==> config.mk <==
export PLATFORM = sky130hd
export DESIGN_NAME = mem_stage_ctrl_flat
export DESIGN_NICKNAME = d
export VERILOG_FILES = /design/src/rtl/mem_pkg.sv /design/src/rtl/mem_stage_ctrl_if.sv /design/src/rtl/mem_timeout_ctr.sv /design/src/rtl/mem_stage_ctrl.sv /design/src/flat_wrapper.sv
export SDC_FILE = /design/constraint.sdc
export NUM_CORES = 1
export LEC_CHECK = 0
export CORE_AREA = 2 2 187 189
export DETAILED_ROUTE_END_ITERATION = 7
export DIE_AREA = 0 0 189 191
export SYNTH_ARGS = -nofsm -noshare
export SYNTH_HDL_FRONTEND = slang
export SYNTH_SLANG_ARGS = --single-unit
==> constraint.sdc <==
create_clock -name clk -period 2.29 [get_ports clk]
set_input_delay 0.229 -clock clk [delete_from_list [all_inputs] [get_ports clk]]
set_output_delay 0.229 -clock clk [all_outputs]
set_load 0.02 [all_outputs]
==> src/rtl/mem_pkg.sv <==
// Shared types and constants for the MEM-stage controller slice.
package mem_pkg;

    localparam int unsigned DATA_W_DEF      = 64;
    localparam int unsigned TIMEOUT_CYC_DEF = 16;
    localparam int unsigned REG_ADDR_W      = 5;

    typedef enum logic [1:0] {
        IDLE = 2'd0,
        REQ  = 2'd1,
        WAIT = 2'd2
    } mem_state_e;

endpackage

==> src/rtl/mem_stage_ctrl_if.sv <==
// Data-memory request/grant/response port used by the MEM-stage controller.
interface mem_stage_ctrl_if
    import mem_pkg::*;
#(
    parameter int unsigned DATA_W = DATA_W_DEF
);

    logic              req;
    logic              we;
    logic [DATA_W-1:0] addr;
    logic [DATA_W-1:0] wdata;
    logic              gnt;
    logic              rvalid;
    logic [DATA_W-1:0] rdata;

    modport master (
        output req, we, addr, wdata,
        input  gnt, rvalid, rdata
    );

    modport slave (
        input  req, we, addr, wdata,
        output gnt, rvalid, rdata
    );

endinterface

==> src/rtl/mem_timeout_ctr.sv <==
// Access timeout counter: cleared on request start, counts while enabled,
// pulses expired in the TIMEOUT_CYC-th enabled cycle.
module mem_timeout_ctr
    import mem_pkg::*;
#(
    parameter int unsigned TIMEOUT_CYC = TIMEOUT_CYC_DEF
) (
    input  logic clk,
    input  logic reset,
    input  logic clear,
    input  logic enable,
    output logic expired
);

    localparam int unsigned    CNT_W = $clog2(TIMEOUT_CYC + 1);
    localparam logic [CNT_W-1:0] LAST = CNT_W'(TIMEOUT_CYC - 1);

    logic [CNT_W-1:0] cnt;

    always_ff @(posedge clk) begin
        if (reset || clear) begin
            cnt <= '0;
        end else if (enable) begin
            cnt <= cnt + CNT_W'(1);
        end
    end

    assign expired = enable && (cnt == LAST);

endmodule

==> src/rtl/mem_stage_ctrl.sv <==
// MEM-stage controller: data-memory access FSM, pipeline stall, branch resolve
// and MEM/WB register. Optional misalignment check under MEM_MISALIGN_CHK_EN.
module mem_stage_ctrl
    import mem_pkg::*;
#(
    parameter int unsigned DATA_W      = DATA_W_DEF,
    parameter int unsigned TIMEOUT_CYC = TIMEOUT_CYC_DEF
) (
    input  logic                  clk,
    input  logic                  reset,
    input  logic [DATA_W-1:0]     aluresult_in,
    input  logic [DATA_W-1:0]     wdata_in,
    input  logic [REG_ADDR_W-1:0] rd_in,
    input  logic                  memread_in,
    input  logic                  memwrite_in,
    input  logic                  memtoreg_in,
    input  logic                  regwrite_in,
    input  logic                  branch_in,
    input  logic                  zero_in,
    mem_stage_ctrl_if.master      dmem,
    output logic                  stall,
    output logic                  pcsrc,
    output logic                  wb_valid,
    output logic                  wb_regwrite,
    output logic                  wb_memtoreg,
    output logic [REG_ADDR_W-1:0] wb_rd,
    output logic [DATA_W-1:0]     wb_aluresult,
    output logic [DATA_W-1:0]     wb_rdata,
    output logic                  err,
    output logic                  misalign
);

    mem_state_e state, state_next;

    logic mem_op;
    logic misalign_hit;
    logic start;
    logic bad_access;
    logic complete_load;
    logic timed_out;
    logic expired;

    assign mem_op     = memread_in | memwrite_in;
    assign start      = (state == IDLE) && mem_op && !misalign_hit;
    assign bad_access = (state == IDLE) && mem_op && misalign_hit;

`ifdef MEM_MISALIGN_CHK_EN
    assign misalign_hit = (aluresult_in[2:0] != 3'b000);

    always_ff @(posedge clk) begin
        if (reset) begin
            misalign <= 1'b0;
        end else begin
            misalign <= bad_access;
        end
    end
`else
    assign misalign_hit = 1'b0;
    assign misalign     = 1'b0;
`endif

    mem_timeout_ctr #(
        .TIMEOUT_CYC(TIMEOUT_CYC)
    ) u_timeout (
        .clk    (clk),
        .reset  (reset),
        .clear  (start),
        .enable (state inside {REQ, WAIT}),
        .expired(expired)
    );

    always_ff @(posedge clk) begin
        if (reset) begin
            state <= IDLE;
        end else begin
            state <= state_next;
        end
    end

    // A completing store or load wins over timeout in the same cycle; a granted
    // load that has already expired is abandoned rather than moved to WAIT.
    always_comb begin
        state_next    = state;
        stall         = 1'b0;
        complete_load = 1'b0;
        timed_out     = 1'b0;
        case (state)
            IDLE: begin
                if (start) begin
                    stall      = 1'b1;
                    state_next = REQ;
                end
            end
            REQ: begin
                if (dmem.gnt && dmem.we) begin
                    state_next = IDLE;
                end else if (expired) begin
                    timed_out  = 1'b1;
                    state_next = IDLE;
                end else if (dmem.gnt) begin
                    stall      = 1'b1;
                    state_next = WAIT;
                end else begin
                    stall = 1'b1;
                end
            end
            WAIT: begin
                if (dmem.rvalid) begin
                    complete_load = 1'b1;
                    state_next    = IDLE;
                end else if (expired) begin
                    timed_out  = 1'b1;
                    state_next = IDLE;
                end else begin
                    stall = 1'b1;
                end
            end
            default: state_next = IDLE;
        endcase
    end

    assign pcsrc = branch_in && zero_in && !stall;

    always_ff @(posedge clk) begin
        if (reset) begin
            dmem.req     <= 1'b0;
            dmem.we      <= 1'b0;
            dmem.addr    <= '0;
            dmem.wdata   <= '0;
            err          <= 1'b0;
            wb_valid     <= 1'b0;
            wb_regwrite  <= 1'b0;
            wb_memtoreg  <= 1'b0;
            wb_rd        <= '0;
            wb_aluresult <= '0;
            wb_rdata     <= '0;
        end else begin
            dmem.req <= (state_next == REQ);
            if (start) begin
                dmem.we    <= memwrite_in;
                dmem.addr  <= aluresult_in;
                dmem.wdata <= wdata_in;
            end
            if (timed_out) begin
                err <= 1'b1;
            end
            if (stall) begin
                wb_valid    <= 1'b0;
                wb_regwrite <= 1'b0;
            end else begin
                wb_rd        <= rd_in;
                wb_memtoreg  <= memtoreg_in;
                wb_aluresult <= aluresult_in;
                if (timed_out || bad_access) begin
                    wb_valid    <= 1'b0;
                    wb_regwrite <= 1'b0;
                    wb_rdata    <= '0;
                end else begin
                    wb_valid    <= 1'b1;
                    wb_regwrite <= regwrite_in;
                    wb_rdata    <= complete_load ? dmem.rdata : '0;
                end
            end
        end
    end

endmodule

==> src/flat_wrapper.sv <==
// flat-port wrapper written by rule: the top's interface ports become plain ports
module mem_stage_ctrl_flat import mem_pkg::*;
#(
    parameter int unsigned DATA_W      = DATA_W_DEF,
    parameter int unsigned TIMEOUT_CYC = TIMEOUT_CYC_DEF
)
  (clk, reset, aluresult_in, wdata_in, rd_in, memread_in, memwrite_in, memtoreg_in, regwrite_in, branch_in, zero_in, stall, pcsrc, wb_valid, wb_regwrite, wb_memtoreg, wb_rd, wb_aluresult, wb_rdata, err, misalign, dmem_req, dmem_we, dmem_addr, dmem_wdata, dmem_gnt, dmem_rvalid, dmem_rdata);
  mem_stage_ctrl_if #(.DATA_W(DATA_W)) dmem_i ();
  input  logic clk;
  input  logic reset;
  input  logic [DATA_W-1:0] aluresult_in;
  input  logic [DATA_W-1:0] wdata_in;
  input  logic [REG_ADDR_W-1:0] rd_in;
  input  logic memread_in;
  input  logic memwrite_in;
  input  logic memtoreg_in;
  input  logic regwrite_in;
  input  logic branch_in;
  input  logic zero_in;
  output logic stall;
  output logic pcsrc;
  output logic wb_valid;
  output logic wb_regwrite;
  output logic wb_memtoreg;
  output logic [REG_ADDR_W-1:0] wb_rd;
  output logic [DATA_W-1:0] wb_aluresult;
  output logic [DATA_W-1:0] wb_rdata;
  output logic err;
  output logic misalign;
  output wire logic [$bits(dmem_i.req)-1:0] dmem_req;
  output wire logic [$bits(dmem_i.we)-1:0] dmem_we;
  output wire logic [$bits(dmem_i.addr)-1:0] dmem_addr;
  output wire logic [$bits(dmem_i.wdata)-1:0] dmem_wdata;
  input wire logic [$bits(dmem_i.gnt)-1:0] dmem_gnt;
  input wire logic [$bits(dmem_i.rvalid)-1:0] dmem_rvalid;
  input wire logic [$bits(dmem_i.rdata)-1:0] dmem_rdata;
  assign dmem_req = dmem_i.req;
  assign dmem_we = dmem_i.we;
  assign dmem_addr = dmem_i.addr;
  assign dmem_wdata = dmem_i.wdata;
  assign dmem_i.gnt = dmem_gnt;
  assign dmem_i.rvalid = dmem_rvalid;
  assign dmem_i.rdata = dmem_rdata;
  mem_stage_ctrl #(.DATA_W(DATA_W), .TIMEOUT_CYC(TIMEOUT_CYC)) u_core (.clk(clk), .reset(reset), .aluresult_in(aluresult_in), .wdata_in(wdata_in), .rd_in(rd_in), .memread_in(memread_in), .memwrite_in(memwrite_in), .memtoreg_in(memtoreg_in), .regwrite_in(regwrite_in), .branch_in(branch_in), .zero_in(zero_in), .dmem(dmem_i), .stall(stall), .pcsrc(pcsrc), .wb_valid(wb_valid), .wb_regwrite(wb_regwrite), .wb_memtoreg(wb_memtoreg), .wb_rd(wb_rd), .wb_aluresult(wb_aluresult), .wb_rdata(wb_rdata), .err(err), .misalign(misalign));
endmodule
==> summary.txt <==
Status
  • Status: complete, no violations

Route
  • Via count: approximately 9.5k
  • Initial DRC count: between 300 and 400
  • DR vias/cell: about 4.5
  • Routed WL: 35200 µm
  • Wire length per cell: ~17 µm
  • DRT Pass-1 Iters: 4
  • DRC viols: 0
  • Routed Antenna Nets: 0

Clock network
  • Root buf cell: clkbuf_16
  • Max clock buf depth: 3
  • CTS clk-pin slew, worst paths: 60 ps
  • Later-pin clock latency in the skew report: 560 ps
  • Clock sinks: between 200 and 300
  • CTS tree: built
  • # hold bufs at CTS: 0
  • Total CTS buffers: 31
  • H-tree depth: 1

Power and ir drop
  • Net Sw Frac: 0.282
  • Internal power: between 9 and 10 mW
  • Max VDD drop: between 0.5 and 0.6 mV
  • Power Total: around 14 mW
  • Leak pwr: around 6.5 nW
  • Comb pwr share: 0.241
  • Clock share of power: 0.364
  • P per Cell Area: ~810 nW/µm²
  • Register share of total power: 0.396
  • Net switching power: about 3.9 mW

Global route
  • Met3 GRT Util: 0.0615
  • Met2 Track Usage GR: 0.326
  • GR Overflow Total: 0
  • GRT Max-Usage Layer: met2
  • Gr usage total: 0.185
  • Initial antenna violation count: 1
  • Global-route wire length before repair: around 53000 µm
  • M1 GR Usage: 0.204
  • Vias in the first global route: a little under 10k
  • Largest net degree at the start of global routing: 102

Timing
  • Slew Limit Headroom: 0.562
  • Post-layout minimum cycle time: ~2200 ps
  • RSZ-0062 raised after global routing: no
  • Final WS setup: between 60 and 70 ps
  • Clock Skew: 22.7 ps
  • Tcrit/Tclk final: 0.970
  • Final hold slack: 206 ps
  • Final Max Tran Viols: 0
  • Setup Viol. Count Final: 0
  • Final hold violation count: 0
  • Worst slew pin tran: approximately 640 ps
  • Max Freq: approximately 0.45 GHz

Placement
  • PortBufs: between 400 and 500
  • Setup WS pre-CTS: -40.1 ps
  • Dpl hpwl: approximately 25000 µm
  • Dpl cells: just over 2k
  • Final GP Congestion: 0.844

Setup path
  • Startpoint type of the worst setup path: register
  • Worst Setup SP: u_core.u_timeout.cnt[1]
  • Worst Path Class, Setup: reg -> out
  • RR Startpoint: u_core.state[1]
  • Worst Path Max Fanout: 2
  • Critical path arrival: between 1500 and 2000 ps
  • CP required: 2060 ps
  • Crit path capture type: output port
  • CP max-delay cell: dfxtp_2
  • CP Cell Sequence: ha_4 -> and3_4 -> ha_4 -> nand2_4 -> o21ai_2 -> a21o_4 -> and3_4 -> buf_6
  • Worst path max stage delay: ~330 ps

Synthesis
  • Post-synth EDFFs: 0
  • Distinct cells, synth: 35
  • Post-Syn Area: roughly 11000 µm²
  • Post-synthesis cell count: around 1.2k
  • Register area share after synthesis: 0.519
  • Ranking of synthesized cells by area: dfxtp_1 (52%), nand2_1 (12%), nand2b_1 (10%)
  • Cell taking the most area after synthesis: dfxtp_1
  • YS warnings: 0
  • Ys flop type: dfxtp_1
  • FF+latch count, synth: approximately 270
  • Syn nets: 1388
  • Avg Cell Area, Syn: around 9 µm²
  • Async S/R FF share, synth: 0
  • Post-synth top area share: 0.519

Floorplanning
  • Die Wd: ~190 µm
  • Height of the die: approximately 190 µm
  • Initial cell density of the core: 0.310
  • IO Pins: 477
  • Core area: roughly 34000 µm²
  • # rows: a little under 70
  • Die area: 36100 µm²

Cells and area
  • Most frequent cells in the layout: clkdlybuf4s50_1 (472), nand2_1 (325), dfxtp_1 (271)
  • Most common cell after layout, fill and taps aside: clkdlybuf4s50_1
  • Final net count: between 1.5k and 2k
  • Area grow syn2layout: 60.3%
  • Finished Layout Cells: about 2.1k
  • Fin util: 0.497
  • Share of cells above drive strength 1: 0.0630
  • Antenna Cells: 0

Flow run
  • Max-cap violations: 0

Hold path
  • Hold Crit Class: in -> reg
  • Hold Crit Start: reset
==> cell type report <==
cell class | count | area, µm²
Fill cell | 3265 | 17200
Sequential cell | 274 | 5490
Clock inverter | 6 | 87.6
Timing Repair Buffer | 508 | 5120
Clock buffer | 51 | 941
Tap cell | 455 | 569
Multi-Input combinational cell | 808 | 4720
Inverter | 5 | 26.3
==> registers in the layout (all words and copies together), names as in the netlist <==
name                  cells
u_core.err                1
u_core.dmem.addr         64
u_core.wb_valid           1
u_core.dmem.we            1
u_core.wb_rd              5
u_core.state              2
u_core.dmem.req           1
u_core.wb_aluresult      64
u_core.dmem.wdata        64
u_core.u_timeout.cnt      5
u_core.wb_rdata          64
u_core.wb_memtoreg        1
u_core.wb_regwrite        1
==> layer usage <==
metal | share of wire | vias to the layer above
met5 | 0.00023 | -
li1 | - | 4726
met2 | 0.49 | 332
met1 | 0.39 | 4371
met3 | 0.086 | 80
met4 | 0.042 | 2
==> power groups by stage <==
stage               combinational [mW]  clock (mW)  sequential [mW]
CTS                               3.32        5.15             5.43
floorplan                         1.15           0             6.02
finish                            3.30        4.99             5.43
detailed placement                3.29           0             5.53
global placement                  3.28           0             5.51
global route                      3.52        5.32             5.48
==> metrics by stage <==
step | setup TNS, ps | instance area (µm²)
2_1_floorplan | 0 | 10600
3_3_place_gp | -36.7 | 15800
3_5_place_dp | -40.1 | 15800
4_1_cts | -5.43 | 16900
5_1_grt | 0 | 17000
6_report | 0 | 17000
==> worst max-delay path: cells and delay by family, from the launching register on <==
family | cells | cell delay [ps]
simple gates | 3 | 380
flops | 1 | 330
fa+ha+maj | 2 | 310
compound gates | 2 | 290
buf+inv | 1 | 120
==> kinds of logic (layout without fill, tap and decap cells) <==
logic type               count (synthesis)  count (layout)  share of synthesized area
adder cells (fa/ha/maj)                  6               6                    0.00710
buffers and inverters                   93             570                     0.0451
XOR/XNOR                                 3               3                    0.00248
AND/OR/NAND/NOR                        518             518                      0.228
AO/OA/AOI/OAI                          175             175                     0.0990
other                                    1               1                   0.000354
multiplexers                           105             105                     0.0993
flip-flops                             274             274                      0.519
==> worst paths after layout <==
kind,cells past startpoint,slack [ps],endpoint
max,8,70,pcsrc
min,2,210,u_core.dmem.wdata[45]
max reg2reg,9,180,u_core.dmem.req
min reg2reg,2,450,u_core.err
==> synth_stat cells (2+ instances only) <==
| cell | n |
|---|---|
| buf_6 | 11 |
| and3_1 | 2 |
| mux2i_1 | 105 |
| a21oi_1 | 131 |
| inv_1 | 4 |
| nand2_1 | 326 |
| buf_2 | 12 |
| nor2_1 | 7 |
| nor3b_1 | 2 |
| buf_4 | 8 |
| dfxtp_1 | 274 |
| a211oi_1 | 2 |
| nor2b_1 | 2 |
| ha_1 | 6 |
| buf_1 | 9 |
| nand2b_1 | 175 |
| o21a_1 | 2 |
| xor2_1 | 2 |
| a2bb2oi_1 | 30 |
| clkbuf_1 | 48 |
| o21ai_0 | 2 |
| o21ai_2 | 2 |
==> repair_timing <==
item | 4_1_cts | 5_1_grt
setup buffers | 4 | 0
endpoints found under the setup margin | 3 | 3
hold endpoints to repair | 0 | 0
pin swaps | 4 | 2
gates resized for setup | 14 | 16
Power figures use the tool's default switching activity.
